## config.mk

```make
export PLATFORM = sky130hd
export DESIGN_NAME = uart_tx
export DESIGN_NICKNAME = d
export VERILOG_FILES = /design/src/rtl/uart_tx.sv
export SDC_FILE = /design/constraint.sdc
export NUM_CORES = 1
export LEC_CHECK = 0
export BUFFER_PORTS_ARGS = -buffer_cell sky130_fd_sc_hd__buf_2
export CORE_UTILIZATION = 40
export DETAILED_ROUTE_END_ITERATION = 12
export PLACE_DENSITY = 0.71
export SLEW_MARGIN = 20
export SYNTH_ARGS = -nofsm -noshare
export SYNTH_HDL_FRONTEND = slang
export SYNTH_SLANG_ARGS = --single-unit
```

## constraint.sdc

```tcl
create_clock -name uart_clock -period 2 [get_ports uart_clock]
set_input_delay 0.3 -clock uart_clock [delete_from_list [all_inputs] [get_ports uart_clock]]
set_output_delay 0.3 -clock uart_clock [all_outputs]
set_load 0.02 [all_outputs]
```

## src/rtl/uart_tx.sv

```systemverilog
// -----------------------------------------------------------------------------
// uart_tx -- 8N1 UART transmitter
//
// Serializes one byte per handshake as: start bit (0), 8 data bits LSB first,
// stop bit (1). Each bit is held for CLKS_PER_BIT clock cycles. The serial line
// comes straight from a flop, so it never glitches.
//
// Handshake: a byte is accepted on a rising edge of uart_clock where
// uart_d_valid=1 and uart_ready=1. uart_ready is high only in IDLE. uart_d_in
// is sampled on that edge alone. Valid asserted while a frame is in flight is
// ignored and is not queued.
//
// Ports:
//   uart_clock    in   system clock, rising-edge active
//   uart_reset    in   asynchronous active-low reset
//   uart_d_in     in   byte to transmit (sampled only on accept)
//   uart_d_valid  in   uart_d_in holds a valid byte
//   uart_ready    out  transmitter can accept a byte this cycle
//   uart_tx_out   out  serial line, idle high
//   uart_busy     out  frame in progress
//   uart_done     out  one-cycle pulse in the first IDLE cycle after stop bit
//   uart_state    out  current FSM state (IDLE=0, START=1, DATA=2, STOP=3)
// -----------------------------------------------------------------------------
module uart_tx #(
    parameter int CLKS_PER_BIT = 108,
    parameter int DATA_BITS    = 8
) (
    input  logic       uart_clock,
    input  logic       uart_reset,
    input  logic [7:0] uart_d_in,
    input  logic       uart_d_valid,
    output logic       uart_ready,
    output logic       uart_tx_out,
    output logic       uart_busy,
    output logic       uart_done,
    output logic [1:0] uart_state
);

    localparam int CNT_W = (CLKS_PER_BIT > 1) ? $clog2(CLKS_PER_BIT) : 1;
    localparam logic [CNT_W-1:0] CNT_LAST = CNT_W'(CLKS_PER_BIT - 1);
    localparam logic [2:0]       IDX_LAST = 3'(DATA_BITS - 1);

    generate
        if (CLKS_PER_BIT < 2) begin : g_bad_cpb
            $error("uart_tx: CLKS_PER_BIT must be >= 2");
        end
        if (DATA_BITS != 8) begin : g_bad_bits
            $error("uart_tx: DATA_BITS is fixed at 8");
        end
    endgenerate

    typedef enum logic [1:0] {
        IDLE  = 2'd0,
        START = 2'd1,
        DATA  = 2'd2,
        STOP  = 2'd3
    } state_t;

    state_t           state, state_nx;
    logic [CNT_W-1:0] cnt, cnt_nx;
    logic [2:0]       idx, idx_nx;
    logic [7:0]       shreg, shreg_nx;
    logic             tx_nx;
    logic             done_nx;
    logic             bit_end;

    assign bit_end    = (cnt == CNT_LAST);
    assign uart_ready = (state == IDLE);
    assign uart_busy  = (state != IDLE);
    assign uart_state = state;

    always_ff @(posedge uart_clock or negedge uart_reset) begin
        if (!uart_reset) begin
            state       <= IDLE;
            cnt         <= '0;
            idx         <= '0;
            shreg       <= '0;
            uart_tx_out <= 1'b1;
            uart_done   <= 1'b0;
        end else begin
            state       <= state_nx;
            cnt         <= cnt_nx;
            idx         <= idx_nx;
            shreg       <= shreg_nx;
            uart_tx_out <= tx_nx;
            uart_done   <= done_nx;
        end
    end

    // The line value is computed one cycle ahead for the state being entered,
    // so the registered output lines up exactly with the state it belongs to.
    always_comb begin
        state_nx = state;
        cnt_nx   = cnt;
        idx_nx   = idx;
        shreg_nx = shreg;
        tx_nx    = uart_tx_out;
        done_nx  = 1'b0;
        case (state)
            IDLE: begin
                cnt_nx = '0;
                idx_nx = '0;
                tx_nx  = 1'b1;
                if (uart_d_valid) begin
                    shreg_nx = uart_d_in;
                    state_nx = START;
                    tx_nx    = 1'b0;
                end
            end
            START: begin
                tx_nx = 1'b0;
                if (bit_end) begin
                    cnt_nx   = '0;
                    state_nx = DATA;
                    tx_nx    = shreg[0];
                end else begin
                    cnt_nx = cnt + CNT_W'(1);
                end
            end
            DATA: begin
                if (bit_end) begin
                    cnt_nx   = '0;
                    shreg_nx = {1'b0, shreg[7:1]};
                    if (idx == IDX_LAST) begin
                        state_nx = STOP;
                        tx_nx    = 1'b1;
                    end else begin
                        idx_nx = idx + 3'd1;
                        // Next bit is the one about to shift into position 0.
                        tx_nx  = shreg[1];
                    end
                end else begin
                    cnt_nx = cnt + CNT_W'(1);
                end
            end
            STOP: begin
                tx_nx = 1'b1;
                if (bit_end) begin
                    cnt_nx   = '0;
                    state_nx = IDLE;
                    done_nx  = 1'b1;
                end else begin
                    cnt_nx = cnt + CNT_W'(1);
                end
            end
            default: begin
                state_nx = IDLE;
                tx_nx    = 1'b1;
            end
        endcase
    end

endmodule

```

Word-level counts from Yosys, hierarchy flattened. Cells that the tools add are included.

Word-level logic and storage cells: 47. Register bits after elaboration: 22. Input bits: 11.

Add/sub/neg operators: 2. Reduce and logical (&&, ||, !) cells: 7. Equality and inequality tests: 11. Muxes and demuxes: 21.

Operators with widths (number): 8-bit 2-to-1 mux (2); 8-bit case mux with 2 select lines (1); 7-bit case mux with 2 select lines (1); 2-bit inequality test, second input constant (6); 2-bit 2-to-1 mux (5); 2-bit case mux with 4 select lines (1); 7-bit by 1-bit adder with 7-bit output, second input constant (1); 7-bit == test, second input constant (1); 7-bit 2-to-1 mux (1); 1-bit 2-to-1 mux (6); 3-bit 2-to-1 mux (2); 3-bit case mux with 2 select lines (1); 3-bit AND reduction (2); 5-bit AND reduction (1); 2-bit == test, second input constant (2); 1-bit case mux with 4 select lines (1); 2-bit nonzero test (2); 3-bit by 1-bit adder with 3-bit output, second input constant (1); 3-bit == test, second input constant (1); 3-bit OR reduction (1); 2-bit by 1-bit == test with 1-bit output, second input constant (1); 2-bit zero test (1).

Depth between registers and ports, before layout.
Depth after elaboration: 4. Mapped depth: 7.

Worst setup path after synthesis. No wires, ideal clock.

Path type: reg-to-reg. Start point: register state[0] (netlist: uart_state[0]). End point: register shreg[0]. Path slack: -0.031 ns. Arrival: 1.906 ns. Buffers on the path: 0. Clock period less this slack: 2.031 ns. Required time: 1.875 ns. Stages on the path, launching flop included: 7. Library setup time: 0.125 ns. Cells stage by stage: dfrtp_1 > inv_1 > ha_1 > inv_1 > nor2_1 > a211oi_4 > mux2_2.

Cells in the longest elaborated chain, start to end: 3. Elaborated cells on any way between the ends: 7. Classes of those cells: eq/ne (3); mux (1); reduce/logical (3).

RTL lines: start: declaration (line 59) `state_t state, state_nx;`; start signal: assignment (line 81) `state <= state_nx;`; 2-bit zero test *; via uart_ready (line 32) `output logic uart_ready,`; 2-bit inequality test (no line) / 2-bit nonzero test (equally long branches); 3-bit AND reduction (no line); end signal: assignment (line 84) `shreg <= shreg_nx;`; end: declaration (line 62) `logic [7:0] shreg, shreg_nx;`.

The timed path passes the listed nets; every way through them passes the cells marked *. A chain may end at the register's enable or synchronous reset.

Worst setup path after layout.
Start point: register state[0] (netlist: uart_state[0]). End point: register shreg[0].

Cells in the longest elaborated chain, start to end: 3. Elaborated cells on any way between the ends: 7. Classes of those cells: eq/ne (3); mux (1); reduce/logical (3).

RTL lines: 2-bit == test / 2-bit zero test (equally long branches) (line 99) `case (state)`; 2-bit inequality test (no line) / 2-bit nonzero test (equally long branches); 3-bit AND reduction (no line).

Several ways; a longest one is shown, not always the timed one.

==> insert_results.sql <==
INSERT INTO impl_metrics (metric_group, metric, value, unit) VALUES
('status', 'run_status', 'finished clean', ''),
('pwr', 'power.net_switching', '144', 'uW'),
('worst_setup_path', 'worst_ep_arrival_time', '2.03', 'ns'),
('finish', 'post-route-cell-area', '1400', 'sq um'),
('global_route', 'first_global_vias', '905', ''),
('clocking', 'cts_inserted_buffers', '3', ''),
('global_route', 'grt_first_pass_wirelength', '3.90', 'mm'),
('sta', 'setup_viol_count_final', '0', ''),
('place', 'dp_cells', '159', ''),
('die', 'rows', '19', ''),
('drt', 'drtIter0Drc', '33', ''),
('place', 'buffer_ports.inserted', '16', ''),
('pwr', 'power.share.sequential', '65.9', '%'),
('logic_synthesis', 'yosys.area.top_type_share', '43.7', '%'),
('die', 'die-area', '3230', 'sq um'),
('worst_setup_path', 'worst_path_max_fanout', '22', ''),
('sta', 'worst_slew_pin_slew', '0.480', 'ns'),
('drt', 'dr.pass1.iters', '4', ''),
('place', 'dpl.hpwl', '1.65', 'mm'),
('sta', 'timing.slew.headroom', '68.0', '%'),
('sta', 'timing.final.crit_period', '1.83', 'ns'),
('logic_synthesis', 'synth-seq-area-share', '45.8', '%'),
('die', 'start_util', '42.9', '%'),
('global_route', 'overflow', '0', ''),
('finish', 'final_layout_size_suffix_gt1_share', '32.8', '%'),
('die', 'die-width', '56.9', 'um'),
('logic_synthesis', 'synth_cell_type_count', '28', ''),
('worst_hold_path', 'timing.hold.worst_path_depth', '4', ''),
('die', 'fp.coreArea', '2810', 'sq um'),
('sta', 'finalHoldViolations', '0', ''),
('sta', 'max_freq', '546', 'MHz'),
('sta', 'timing.clock.skew', '0.00178', 'ns'),
('flow_run', 'maxCapViolCount', '0', ''),
('worst_hold_path', 'hold_path_class', 'input pin to flip-flop', ''),
('worst_setup_path', 'worstPathRequired', '2.19', 'ns'),
('logic_synthesis', 'synth.net_count', '130', ''),
('pwr', 'pwr-share-clk', '28.9', '%'),
('pwr', 'combPwrFrac', '5.2', '%'),
('pwr', 'p_sw_share', '20.7', '%'),
('die', 'die_h', '56.9', 'um'),
('clocking', 'ctsLongestPathBuffers', '2', ''),
('drt', 'route.final.wire_length', '2.08', 'mm'),
('finish', 'final.fill_count', '274', ''),
('drt', 'post_drt_via_cell_ratio', '5.05', ''),
('global_route', 'grt_max_degree', '23', ''),
('clocking', 'cts_tree', 'yes', ''),
('finish', 'diodes', '0', ''),
('worst_setup_path', 'criticalPathCategory', 'flip-flop to flip-flop', ''),
('logic_synthesis', 'yosysWarnings', '0', ''),
('global_route', 'number_of_antenna_violations_at_the_first_check_in_global_routing', '0', ''),
('global_route', 'gr-usage-all-layers', '15.4', '%'),
('sta', 'finalSetupTns', '0', 'ns'),
('clocking', 'clockRootBuffer', 'clkbuf_4', ''),
('sta', 'drv_slew', '0', ''),
('finish', 'most-common-layout-cells', 'dfrtp_1 (21), buf_2 (16), mux2_2 (14)', ''),
('logic_synthesis', 'register_bit_total_from_synthesis', '22', ''),
('clocking', 'cts.reportedPaths.clkPinSlew', '0.11', 'ns'),
('drt', 'drt-wirelength-per-cell', '12.6', 'um'),
('clocking', 'clock_latency_at_the_later_pin_of_the_worst_skew_pair', '0.30', 'ns'),
('logic_synthesis', 'netlist.top_cell.by_area', 'dfrtp_1', ''),
('logic_synthesis', 'post_synth_instance_area', '1200', 'sq um'),
('logic_synthesis', 'syn_inst', '111', ''),
('logic_synthesis', 'synth.area.top_cells', 'dfrtp_1 (44%), mux2_2 (13%), ha_1 (8.3%), nor2_1 (4.4%), a21oi_1 (2.5%)', ''),
('drt', 'ant_nets', '0', ''),
('clocking', 'cts_sinks', '22', ''),
('pwr', 'cellLeakagePower', '0.000635', 'uW'),
('worst_setup_path', 'critical_path.startpoint_type', 'flip-flop', ''),
('sta', 'rsz0062_at_grt', 'no', ''),
('sta', 'finalCritPeriodShare', '91.6', '%'),
('worst_setup_path', 'timing.critical_path.to_type', 'flip-flop', ''),
('pwr', 'worst_ir_drop_vdd', '0.471', 'mV'),
('place', 'placement.cell_area', '1350', 'sq um'),
('worst_setup_path', 'worst_case_reg_to_reg_path_depth', '5', ''),
('die', 'pin_count', '17', ''),
('drt', 'dr_total_vias', '833', ''),
('finish', 'most_common_cell_after_layout_fill_and_taps_aside', 'dfrtp_1', ''),
('place', 'gp_congestion', '0.784', ''),
('finish', 'syn_to_final_growth', '16.0', '%'),
('pwr', 'power_density', '497', 'nW/um^2'),
('pwr', 'cell_internal_pwr', '550', 'uW'),
('clocking', 'cts_htree_levels', '1', ''),
('logic_synthesis', 'synth.avg_cell_area', '10.8', 'sq um'),
('drt', 'drc', '0', ''),
('finish', 'final_cells', '165', ''),
('finish', 'design.final.nets', '154', '');
## metal layers
layer | vias up | GRT usage [%] | part of all wire [%]
met4 | 0 | 1.05 | 0
met5 | - | 0 | 0
met3 | 0 | 5.07 | 5.7
li1 | 430 | - | -
met2 | 18 | 25.9 | 49
met1 | 385 | 20.1 | 46
## synth_stat cells, drive strengths merged
library cell,instances
xor2,3
o22ai,1
nand3,6
dfstp,1
a41oi,1
nor3,1
o211ai,3
o21ai,2
and4bb,1
a211oi,1
nor2,14
and2,1
nor3b,1
inv,5
and3,1
nand2b,4
xnor2,3
dfrtp,21
buf,1
a22o,1
mux2i,1
ha,8
clkbuf,1
mux2,14
nand2,8
nor2b,1
a21oi,6
## cell type report
cell class                 instances  area (sq um)  share of cell area (%)
clock buffer                       4          26.3                    1.88
tap                               31          38.8                    2.78
sequential                        22           552                    39.5
multi-input combinational         82           628                    45.0
timing repair buffer              21           133                    9.50
inverter                           5          18.8                    1.34
## flip-flops by register name, summed over array words and instances (netlist names)
register	count
uart_done	1
shreg	8
idx	3
uart_state	2
uart_tx_out	1
cnt	7
## what timing repair did
action	CTS	global route
setup endpoints to repair	0	1
hold buffers	1	0
buffers inserted	0	1
gates resized for setup	0	1
endpoints found under the hold margin	21	0
## power groups by stage
| stage | clock network (uW) | registers (uW) | logic (uW) |
|---|---|---|---|
| detailed placement | 0 | 466 | 36.0 |
| finish | 201 | 458 | 36.2 |
| floorplan | 0 | 464 | 15.3 |
| global route | 229 | 459 | 41.6 |
| CTS | 212 | 458 | 37.4 |
| global placement | 0 | 466 | 34.5 |
## cells by family (layout without fill, tap and decap cells)
group	Yosys count	count (layout)	share of synthesized area, %
adder cells (fa/ha/maj)	8	8	8.32
AND/OR/NAND/NOR	38	38	16.5
multiplexers	15	15	13.9
AO/OA/AOI/OAI	15	15	8.84
XOR/XNOR	6	6	4.37
buffers and inverters	7	30	2.18
flip-flops	22	22	45.8
## stage by stage
step / setup WS [ns] / utilization, % / total power, uW / hold WS (ns)
2_1_floorplan: 0.0505 / - / 480 / 0.00441
3_3_place_gp: 0.162 / 48.1 / 500 / 0.285
5_1_grt: 0.00251 / 49.8 / 729 / 0.339
4_1_cts: 0.123 / 49.4 / 707 / 0.305
3_5_place_dp: 0.141 / 48.1 / 502 / 0.289
6_report: 0.168 / 49.8 / 694 / 0.309
## worst max-delay path, stage by stage (launching register included)
cell and delay (ns):
dfrtp_1 0.40, inv_1 0.10, ha_1 0.25, buf_12 0.17, a211oi_4 0.40, mux2_2 0.39
## worst paths after layout
path                       slack [ns]     startpoint           to
max                              0.17  uart_state[0]     shreg[0]
min                              0.31   uart_d_valid  uart_tx_out
max in group asynchronous        1.18     uart_reset  uart_tx_out
min reg2reg                      0.50         cnt[0]       cnt[0]
min in group asynchronous        0.47     uart_reset       cnt[6]
max reg2reg                      0.17  uart_state[0]     shreg[0]
Note: power is estimated with default switching activity, not from simulation.
